--- src/rtl/cnn_frame_sequencer_if.sv ---
// Pixel stream, CNN core and result handshake bundle for cnn_frame_sequencer.
// master = sequencer side, slave = upstream source / core / result consumer side.
interface cnn_frame_sequencer_if #(
    parameter int PIX_W   = 32,
    parameter int N_CLASS = 10
);
    logic [PIX_W-1:0]   src_data;
    logic               src_valid;
    logic               src_last;
    logic               src_ready;
    logic               cnn_start;
    logic [PIX_W-1:0]   cnn_din;
    logic               cnn_din_ready;
    logic               cnn_conv1_done;
    logic               cnn_done;
    logic [N_CLASS-1:0] cnn_classes;
    logic               res_valid;
    logic               res_ready;
    logic [3:0]         res_class;
    logic [N_CLASS-1:0] res_onehot;

    modport master (
        input  src_data, src_valid, src_last, cnn_din_ready, cnn_conv1_done,
               cnn_done, cnn_classes, res_ready,
        output src_ready, cnn_start, cnn_din, res_valid, res_class, res_onehot
    );

    modport slave (
        output src_data, src_valid, src_last, cnn_din_ready, cnn_conv1_done,
               cnn_done, cnn_classes, res_ready,
        input  src_ready, cnn_start, cnn_din, res_valid, res_class, res_onehot
    );
endinterface

--- src/rtl/cnn_frame_sequencer.sv ---
// Frame-level controller for CNN_top: paces one frame of pixels into the core,
// waits for the classification and hands the class index out with sticky error flags.
module cnn_frame_sequencer #(
    parameter int PIX_W   = 32,
    parameter int N_PIX   = 784,
    parameter int N_CLASS = 10,
    parameter int TIMEOUT = 1048576
) (
    input  logic                  clk,
    input  logic                  rst,
    input  logic                  enable,
    input  logic                  err_clr,
    cnn_frame_sequencer_if.master bus,
    output logic                  err_underrun,
    output logic                  err_length,
    output logic                  err_timeout,
    output logic                  err_multihot,
    output logic [15:0]           frame_cnt,
    output logic                  busy
);
    localparam int CW = $clog2(N_PIX + 1);
    localparam int TW = (TIMEOUT > 2) ? $clog2(TIMEOUT) : 1;
    localparam logic [CW-1:0] PIX_END  = CW'(N_PIX);
    localparam logic [CW-1:0] PIX_LAST = CW'(N_PIX - 1);
    localparam logic [TW-1:0] TMO_LAST = TW'(TIMEOUT - 1);

    typedef enum logic [2:0] {IDLE, START, LOAD, WAIT, RESULT} state_t;
    state_t state, state_nx;

    logic [CW-1:0]      pix_cnt;
    logic [TW-1:0]      tmo;
    logic               pad;
    logic               start_q;
    logic [PIX_W-1:0]   din_q;
    logic [N_CLASS-1:0] onehot_q;
    logic [3:0]         class_c;
    logic slot, take, early_last, got_done, tmo_hit;
    logic set_und, set_len, set_mh;

    always_comb begin
        slot       = (state == LOAD) && bus.cnn_din_ready && (pix_cnt < PIX_END);
        take       = slot && !pad && bus.src_valid;
        early_last = take && bus.src_last && (pix_cnt < PIX_LAST);
        got_done   = (state == WAIT) && bus.cnn_done;
        tmo_hit    = (state == WAIT) && !bus.cnn_done && (tmo == TMO_LAST);
        // the core cannot stall, so a missing pixel still burns its slot
        set_und    = slot && !pad && !bus.src_valid;
        set_len    = early_last || (take && !bus.src_last && (pix_cnt == PIX_LAST));
        set_mh     = got_done && |(bus.cnn_classes & (bus.cnn_classes - N_CLASS'(1)));
    end

    always_comb begin
        state_nx = state;
        case (state)
            IDLE:    if (enable) state_nx = START;
            START:   state_nx = LOAD;
            LOAD:    if (slot && pix_cnt == PIX_LAST) state_nx = WAIT;
            WAIT:    if (got_done || tmo_hit) state_nx = RESULT;
            RESULT:  if (bus.res_ready) state_nx = enable ? START : IDLE;
            default: state_nx = IDLE;
        endcase
    end

    always_comb begin
        class_c = 4'hF;
        for (int i = N_CLASS - 1; i >= 0; i--)
            if (onehot_q[i]) class_c = 4'(i);
    end

    assign bus.src_ready  = slot && !pad;
    assign bus.cnn_start  = start_q;
    assign bus.cnn_din    = din_q;
    assign bus.res_valid  = (state == RESULT);
    assign bus.res_class  = class_c;
    assign bus.res_onehot = onehot_q;
    assign busy           = (state != IDLE);

    always_ff @(posedge clk or posedge rst) begin
        if (rst) state <= IDLE;
        else     state <= state_nx;
    end

    always_ff @(posedge clk or posedge rst) begin
        if (rst) begin
            pix_cnt   <= '0;
            tmo       <= '0;
            pad       <= 1'b0;
            start_q   <= 1'b0;
            din_q     <= '0;
            onehot_q  <= '0;
            frame_cnt <= '0;
        end else begin
            if (state == START) begin
                pix_cnt <= '0;
                tmo     <= '0;
                pad     <= 1'b0;
            end
            if (slot) begin
                pix_cnt <= pix_cnt + CW'(1);
                din_q   <= take ? bus.src_data : '0;
            end
            if (early_last)    pad <= 1'b1;
            if (state == WAIT) tmo <= tmo + TW'(1);
            if (got_done)      onehot_q <= bus.cnn_classes;
            else if (tmo_hit)  onehot_q <= '0;
            if (state_nx == START)
                start_q <= 1'b1;
            else if (bus.cnn_conv1_done || state_nx == RESULT)
                start_q <= 1'b0;
            if (state == RESULT && bus.res_ready) frame_cnt <= frame_cnt + 16'd1;
        end
    end

    // a set event in the same cycle as err_clr keeps the flag set
    always_ff @(posedge clk or posedge rst) begin
        if (rst) begin
            err_underrun <= 1'b0;
            err_length   <= 1'b0;
            err_timeout  <= 1'b0;
            err_multihot <= 1'b0;
        end else begin
            if (set_und)      err_underrun <= 1'b1;
            else if (err_clr) err_underrun <= 1'b0;
            if (set_len)      err_length   <= 1'b1;
            else if (err_clr) err_length   <= 1'b0;
            if (tmo_hit)      err_timeout  <= 1'b1;
            else if (err_clr) err_timeout  <= 1'b0;
            if (set_mh)       err_multihot <= 1'b1;
            else if (err_clr) err_multihot <= 1'b0;
        end
    end
endmodule

--- src/flat_wrapper.sv ---
// flat-port wrapper written by rule: the top's interface ports become plain ports
module cnn_frame_sequencer_flat 
#(
    parameter int PIX_W   = 32,
    parameter int N_PIX   = 784,
    parameter int N_CLASS = 10,
    parameter int TIMEOUT = 1048576
)
  (clk, rst, enable, err_clr, err_underrun, err_length, err_timeout, err_multihot, frame_cnt, busy, bus_src_data, bus_src_valid, bus_src_last, bus_cnn_din_ready, bus_cnn_conv1_done, bus_cnn_done, bus_cnn_classes, bus_res_ready, bus_src_ready, bus_cnn_start, bus_cnn_din, bus_res_valid, bus_res_class, bus_res_onehot);
  cnn_frame_sequencer_if #(.PIX_W(PIX_W), .N_CLASS(N_CLASS)) bus_i ();
  input  logic clk;
  input  logic rst;
  input  logic enable;
  input  logic err_clr;
  output logic err_underrun;
  output logic err_length;
  output logic err_timeout;
  output logic err_multihot;
  output logic [15:0] frame_cnt;
  output logic busy;
  input wire logic [$bits(bus_i.src_data)-1:0] bus_src_data;
  input wire logic [$bits(bus_i.src_valid)-1:0] bus_src_valid;
  input wire logic [$bits(bus_i.src_last)-1:0] bus_src_last;
  input wire logic [$bits(bus_i.cnn_din_ready)-1:0] bus_cnn_din_ready;
  input wire logic [$bits(bus_i.cnn_conv1_done)-1:0] bus_cnn_conv1_done;
  input wire logic [$bits(bus_i.cnn_done)-1:0] bus_cnn_done;
  input wire logic [$bits(bus_i.cnn_classes)-1:0] bus_cnn_classes;
  input wire logic [$bits(bus_i.res_ready)-1:0] bus_res_ready;
  output wire logic [$bits(bus_i.src_ready)-1:0] bus_src_ready;
  output wire logic [$bits(bus_i.cnn_start)-1:0] bus_cnn_start;
  output wire logic [$bits(bus_i.cnn_din)-1:0] bus_cnn_din;
  output wire logic [$bits(bus_i.res_valid)-1:0] bus_res_valid;
  output wire logic [$bits(bus_i.res_class)-1:0] bus_res_class;
  output wire logic [$bits(bus_i.res_onehot)-1:0] bus_res_onehot;
  assign bus_i.src_data = bus_src_data;
  assign bus_i.src_valid = bus_src_valid;
  assign bus_i.src_last = bus_src_last;
  assign bus_i.cnn_din_ready = bus_cnn_din_ready;
  assign bus_i.cnn_conv1_done = bus_cnn_conv1_done;
  assign bus_i.cnn_done = bus_cnn_done;
  assign bus_i.cnn_classes = bus_cnn_classes;
  assign bus_i.res_ready = bus_res_ready;
  assign bus_src_ready = bus_i.src_ready;
  assign bus_cnn_start = bus_i.cnn_start;
  assign bus_cnn_din = bus_i.cnn_din;
  assign bus_res_valid = bus_i.res_valid;
  assign bus_res_class = bus_i.res_class;
  assign bus_res_onehot = bus_i.res_onehot;
  cnn_frame_sequencer #(.PIX_W(PIX_W), .N_PIX(N_PIX), .N_CLASS(N_CLASS), .TIMEOUT(TIMEOUT)) u_core (.clk(clk), .rst(rst), .enable(enable), .err_clr(err_clr), .bus(bus_i), .err_underrun(err_underrun), .err_length(err_length), .err_timeout(err_timeout), .err_multihot(err_multihot), .frame_cnt(frame_cnt), .busy(busy));
endmodule
--- config.mk ---
export PLATFORM = sky130hd
export DESIGN_NAME = cnn_frame_sequencer_flat
export DESIGN_NICKNAME = d
export VERILOG_FILES = /design/src/rtl/cnn_frame_sequencer_if.sv /design/src/rtl/cnn_frame_sequencer.sv /design/src/flat_wrapper.sv
export SDC_FILE = /design/constraint.sdc
export NUM_CORES = 1
export LEC_CHECK = 0
export CELL_PAD_IN_SITES_DETAIL_PLACEMENT = 1
export CELL_PAD_IN_SITES_GLOBAL_PLACEMENT = 2
export CORE_MARGIN = 2
export CORE_UTILIZATION = 30
export DETAILED_ROUTE_END_ITERATION = 12
export GPL_TIMING_DRIVEN = 0
export PLACE_DENSITY_LB_ADDON = 0.05
export SETUP_SLACK_MARGIN = 0.02
export SLEW_MARGIN = 10
export SYNTH_ARGS = -nofsm -noshare
export SYNTH_HDL_FRONTEND = slang
export SYNTH_SLANG_ARGS = --single-unit
--- constraint.sdc ---
create_clock -name clk -period 4.6 [get_ports clk]
set_clock_uncertainty 0.05 [all_clocks]
set_input_delay 1.38 -clock clk [delete_from_list [all_inputs] [get_ports clk]]
set_output_delay 1.38 -clock clk [all_outputs]
set_load 0.1 [all_outputs]
# [Word level (Yosys, flattened, before mapping)]
# Index checks and enable logic that the tools add are counted.
[totals] register_bits=97 input_bits=52 out_inout_bits=70 word_cells=93
[classes] n_addsub=4 order_cmp=2 n_eq_ne=8 n_mux=32 bitwise=1 reduce_logical=34
[ops] op="$mux 10" count=4
[ops] op="$mux 20" count=2
[ops] op="$mux 32" count=1
[ops] op="$mux 4" count=8
[ops] op="$add 20x1->20 const B" count=1
[ops] op="$eq 20x20->1 const B" count=1
[ops] op="$lt 10x10->1 const B" count=2
[ops] op="$mux 3" count=6
[ops] op="$reduce_bool 2->1" count=9
[ops] op="$add 16x1->16 const B" count=1
[ops] op="$logic_and 1x1->1" count=15
[ops] op="$pmux 3 s5" count=1
[ops] op="$add 10x1->10 const B" count=1
[ops] op="$and 10x10->10" count=1
[ops] op="$eq 10x10->1 const B" count=1
[ops] op="$mux 1" count=10
[ops] op="$reduce_or 10->1" count=1
[ops] op="$sub 10x1->10 const B" count=1
[ops] op="$eq 3x1->1 const B" count=2
[ops] op="$eq 3x2->1 const B" count=2
[ops] op="$eq 3x3->1 const B" count=2
[ops] op="$logic_not 1->1" count=4
[ops] op="$logic_not 3->1" count=1
[ops] op="$logic_or 1x1->1" count=3
[ops] op="$reduce_bool 3->1" count=1

# [Longest topological paths before layout]
[logic_depth] word_depth=10 depth_mapped=7 ltp_nobuf=6

# [Worst setup path after synthesis]
# Ideal clock, no wire load.
[synth_timing] kind="register -> output" startpoint="register u_core.onehot_q[8], in the netlist u_core.bus.res_onehot[8]" endpoint="output bus_res_class[1]" arrival_time_ns=3.513 required_time_ns=3.170 path_slack_ns=-0.343 path_stages_with_launch=5 path_buffers=0 cell_sequence="dfrtp_1 > or2_2 > a211oi_1 > nor3_1 > nor3_1"
[synth_between] elab_chain_cells=9
[synth_lines] element="from (decl)" line="cnn_frame_sequencer.sv:35" rtl="logic [N_CLASS-1:0] onehot_q;"
[synth_lines] element="from (signal assigned)" line="cnn_frame_sequencer.sv:104" rtl="if (got_done) onehot_q <= bus.cnn_classes;"
[synth_lines] element="$mux 3" line="cnn_frame_sequencer.sv:67" rtl="if (onehot_q[i]) class_c = 4'(i);"
[synth_lines] element="$mux 4 (8 in a row)" line="cnn_frame_sequencer.sv:67"
[synth_lines] element="to (decl)" line="flat_wrapper.sv:33" rtl="output wire logic [$bits(bus_i.res_class)-1:0] bus_res_class;"
# Every way passes these cells.

# [Worst setup path after layout]
[layout_timing] startpoint="input bus_cnn_din_ready" endpoint="output bus_src_ready"
[layout_between] elab_chain_cells=3
[layout_lines] element="from (decl)" line="flat_wrapper.sv:24" rtl="input wire logic [$bits(bus_i.cnn_din_ready)-1:0] bus_cnn_din_ready;"
[layout_lines] element="$logic_and 1x1->1 (2 in a row)" line="cnn_frame_sequencer.sv:41" rtl="slot = (state == LOAD) && bus.cnn_din_ready && (pix_cnt < PIX_END);"
[layout_lines] element="$logic_and 1x1->1" line="cnn_frame_sequencer.sv:70" rtl="assign bus.src_ready = slot && !pad;"
[layout_lines] element="to (decl)" line="flat_wrapper.sv:29" rtl="output wire logic [$bits(bus_i.src_ready)-1:0] bus_src_ready;"
# Every way passes these cells.

==> reports/qor.yml <==
status: "finished clean"
cp_max_fo: 10
ir_worst_vdd_mv: 0.339
grt-ovfl-total: 0
fin_nets: 588
synth_mux_area_frac: 0.0118
drcViolationCount: 0
routed_wl_um: 12700
arrival_ns: 3.03
die_width_um: 124
synthArstFlopShare: 1.00
port-buffer-count: 121
synth_nets: 454
crit_path_end_kind: "output pin"
power_frac_clock: 0.154
first_iter_violations: 143
synth-adder-area-share: 0.0109
synthFlopType: "dfrtp_1"
cpMaxStageDelayCell: "clkdlybuf4s50_1"
p_per_area_nw_per_um2: 808
maxCapViolations: 0
ios: 122
synth.most_common_cell: "dfrtp_1"
route.met3.wl_um: 546
track_usage: 0.171
internal_power_mw: 2.24
rr_worst_depth: 7
pre_cts_ws_ns: -1.08
crit_chain: "clkdlybuf4s50_1 -> nand4bb_1 -> o21bai_4 -> clkbuf_4 -> clkbuf_4 -> nor2_2 -> buf_8"
synth_top_area_frac: 0.559
hold_violations: 0
path_buf_inv: 4
p_seq_frac: 0.262
min_period_over_period: 0.970
antenna_found_initial: 0
row_count: 43
syn_area_um2: 4340
yosys_warnings: 0
finalSetupViolations: 0
synth.avg_cell_area_um2: 10.9
place_area_um2: 5820
wl_met1_um: 6120
synth_area_leaders: "dfrtp_1, a22o_1, nand2_1, o21ai_0, nand3_1"
fmax_mhz: 224
synth_compound_area_frac: 0.172
layout_setup_ws_ns: 0.137
drv_slew: 0
cts_buffers: 9
grt_pass1_vias: 3908
clock_sinks: 97
min_path_type: "flip-flop to flip-flop"
dp_hpwl_um: 9220
holdWs_ns: 0.425
power_mw: 4.96
path_depth: 7
r2r_end: "u_core.bus.res_onehot[1]$_DFFE_PP0P_"
crit_path_start_kind: "input pin"
cts_tree: "done"
grt_max_degree: 50
stdcell_area_um2: 6150
critPathKind: "input pin to output pin"
timing.setup.tns_ns: 0
yosys.area_share.xor_xnor: 0.0343
vias_per_cell: 5.15
cts_root_buf: "clkbuf_16"
synthSimpleGateAreaFrac: 0.185
p_sw_mw: 2.72
grt_first_pass_wirelength_um: 21300
core_area_um2: 14000
ys_seq_area_frac: 0.559
dr_total_vias: 3696
synth_cells: 399
combPwrFrac: 0.584
die-area_um2: 15500
r2r_start: "u_core.tmo[0]$_DFFE_PP0P_"
diodes: 0
fillers: 1548
cp_top_family: "buffers and inverters"
top_layer: "met4"
ys_seq_elements: 97
critPathCapture: "bus_src_ready"
seq_area_um2: 2430
routabilityCongestion: 0.766
clk_latency_ns: 0.35
synthTopCellsByCount: "dfrtp_1, nand2_1, a22o_1, o21ai_0, nand3_1"
fp.dieH_um: 124
worst_pin_slew_ns: 1.02
routedWlPerCell_um: 17.7
switching_share: 0.548
routed-wl-met2_um: 5700
path_clk_slew_ns: 0.06
clockBufferDepth: 2
synth_top_family_by_area: "simple AND/OR/NAND/NOR gates"
regToRegSetupSlack_ns: 2.01
crit_path_start: "bus_cnn_din_ready"
rsz0062_at_grt: "false"
synth_top_area_cell: "dfrtp_1"
multi_input_comb_area_um2: 1820
areaGrowthSynthToFinish_pct: 41.5
maxSlewHeadroom: 0.317
drive_above_1_share: 0.0708
ant_nets: 0
synth_cell_types: 54
max_stage_delay_ns: 0.49
start_util: 0.310
crit_path_frequent_cell: "clkbuf_4"
critPathRequiredTime_ns: 3.17
dr.pass1.iters: 4
p_leak_nw: 2.63
cts_htree_levels: 3
synth_edf_count: 0
min_period_ns: 4.46
==> power groups by stage <==
| stage | Combinational, mW | Sequential [mW] | Clock, mW |
|---|---|---|---|
| finish | 2.90 | 1.30 | 0.765 |
| global route | 3.02 | 1.35 | 0.822 |
| CTS | 2.91 | 1.31 | 0.795 |
| detailed placement | 2.89 | 1.32 | 0 |
| global placement | 2.87 | 1.31 | 0 |
| floorplan | 0.739 | 2.72 | 0 |
==> per-stage QoR <==
| step | cells | util |
|---|---|---|
| finish | 717 | 0.439 |
| global route | 717 | 0.439 |
| CTS | 716 | 0.438 |
| detailed placement | 701 | 0.416 |
| global placement | 700 | 0.414 |
| floorplan | 399 | - |
==> worst min path at each step <==
stage | from | to | slack (ns) | depth (start not counted)
after global routing | u_core.err_timeout$_DFFE_PP0P_ | u_core.err_timeout$_DFFE_PP0P_ | 0.45 | 1
after detailed placement | u_core.err_timeout$_DFFE_PP0P_ | u_core.err_timeout$_DFFE_PP0P_ | 0.42 | 1
final | u_core.err_timeout$_DFFE_PP0P_ | u_core.err_timeout$_DFFE_PP0P_ | 0.42 | 1
after floorplan | u_core.tmo[10]$_DFFE_PP0P_ | u_core.tmo[10]$_DFFE_PP0P_ | 0.40 | 1
after CTS | u_core.err_timeout$_DFFE_PP0P_ | u_core.err_timeout$_DFFE_PP0P_ | 0.43 | 1
after global placement | u_core.err_timeout$_DFFE_PP0P_ | u_core.err_timeout$_DFFE_PP0P_ | 0.42 | 1
==> cells in the final DEF, fill, tap and decap left out, drive strengths merged, types with 2 or more instances in the layout <==
cell,synthesis,final
a211oi,3,3
xor2,8,8
inv,11,11
and3,5,5
clkdlybuf4s50,0,120
nand4,7,7
nor4,5,5
nor2,13,13
o21ai,26,26
and4,6,6
ha,3,3
a21oi,5,5
nor2b,2,2
mux2i,4,4
buf,7,10
o21bai,2,2
nand2,51,51
or3,4,4
o41ai,2,2
nand3b,2,2
nor3,6,6
o31ai,12,12
and2,3,3
nand3,25,25
nand2b,6,6
a21o,2,2
a22o,33,33
dfrtp,97,97
o311ai,2,2
clkinv,0,2
xnor2,9,9
clkbuf,10,22
o22ai,2,2
o211ai,6,6
or2,4,4
==> registers in the layout, summed over array words and instances (netlist names) <==
signal	flops
u_core.state	3
u_core.bus.cnn_start	1
u_core.pix_cnt	10
u_core.err_timeout	1
u_core.bus.cnn_din	32
u_core.tmo	20
u_core.err_underrun	1
u_core.pad	1
u_core.bus.res_onehot	10
u_core.err_multihot	1
u_core.frame_cnt	16
u_core.err_length	1
==> cells by family (layout without fill, tap and decap cells) <==
family / Yosys count / after routing
AO/OA/AOI/OAI: 103 / 103
multiplexers: 5 / 5
adder cells (fa/ha/maj): 4 / 4
AND/OR/NAND/NOR: 145 / 145
flip-flops: 97 / 97
buffers and inverters: 28 / 166
XOR/XNOR: 17 / 17
==> layout make-up <==
type                            count  area share
Buffer                             17      0.0136
Clock buffer                       12      0.0417
Clock inverter                      3     0.00651
Inverter                           11     0.00753
Multi-Input combinational cell    274       0.296
Sequential cell                    97       0.395
Tap cell                          180      0.0366
Timing Repair Buffer              123       0.204
==> layer usage <==
layer	track usage	vias up
li1	-	1732
met1	0.238	1849
met2	0.260	98
met3	0.0344	17
met4	0.0701	0
met5	0	-
==> timing repair <==
item	in CTS	in global routing
pin swaps	0	0
hold endpoints to repair	0	0
buffers inserted	0	1
endpoints found under the setup margin	1	1
resized for setup	13	1
hold buffers	0	0
No activity file was read; power rests on OpenSTA's default activity.
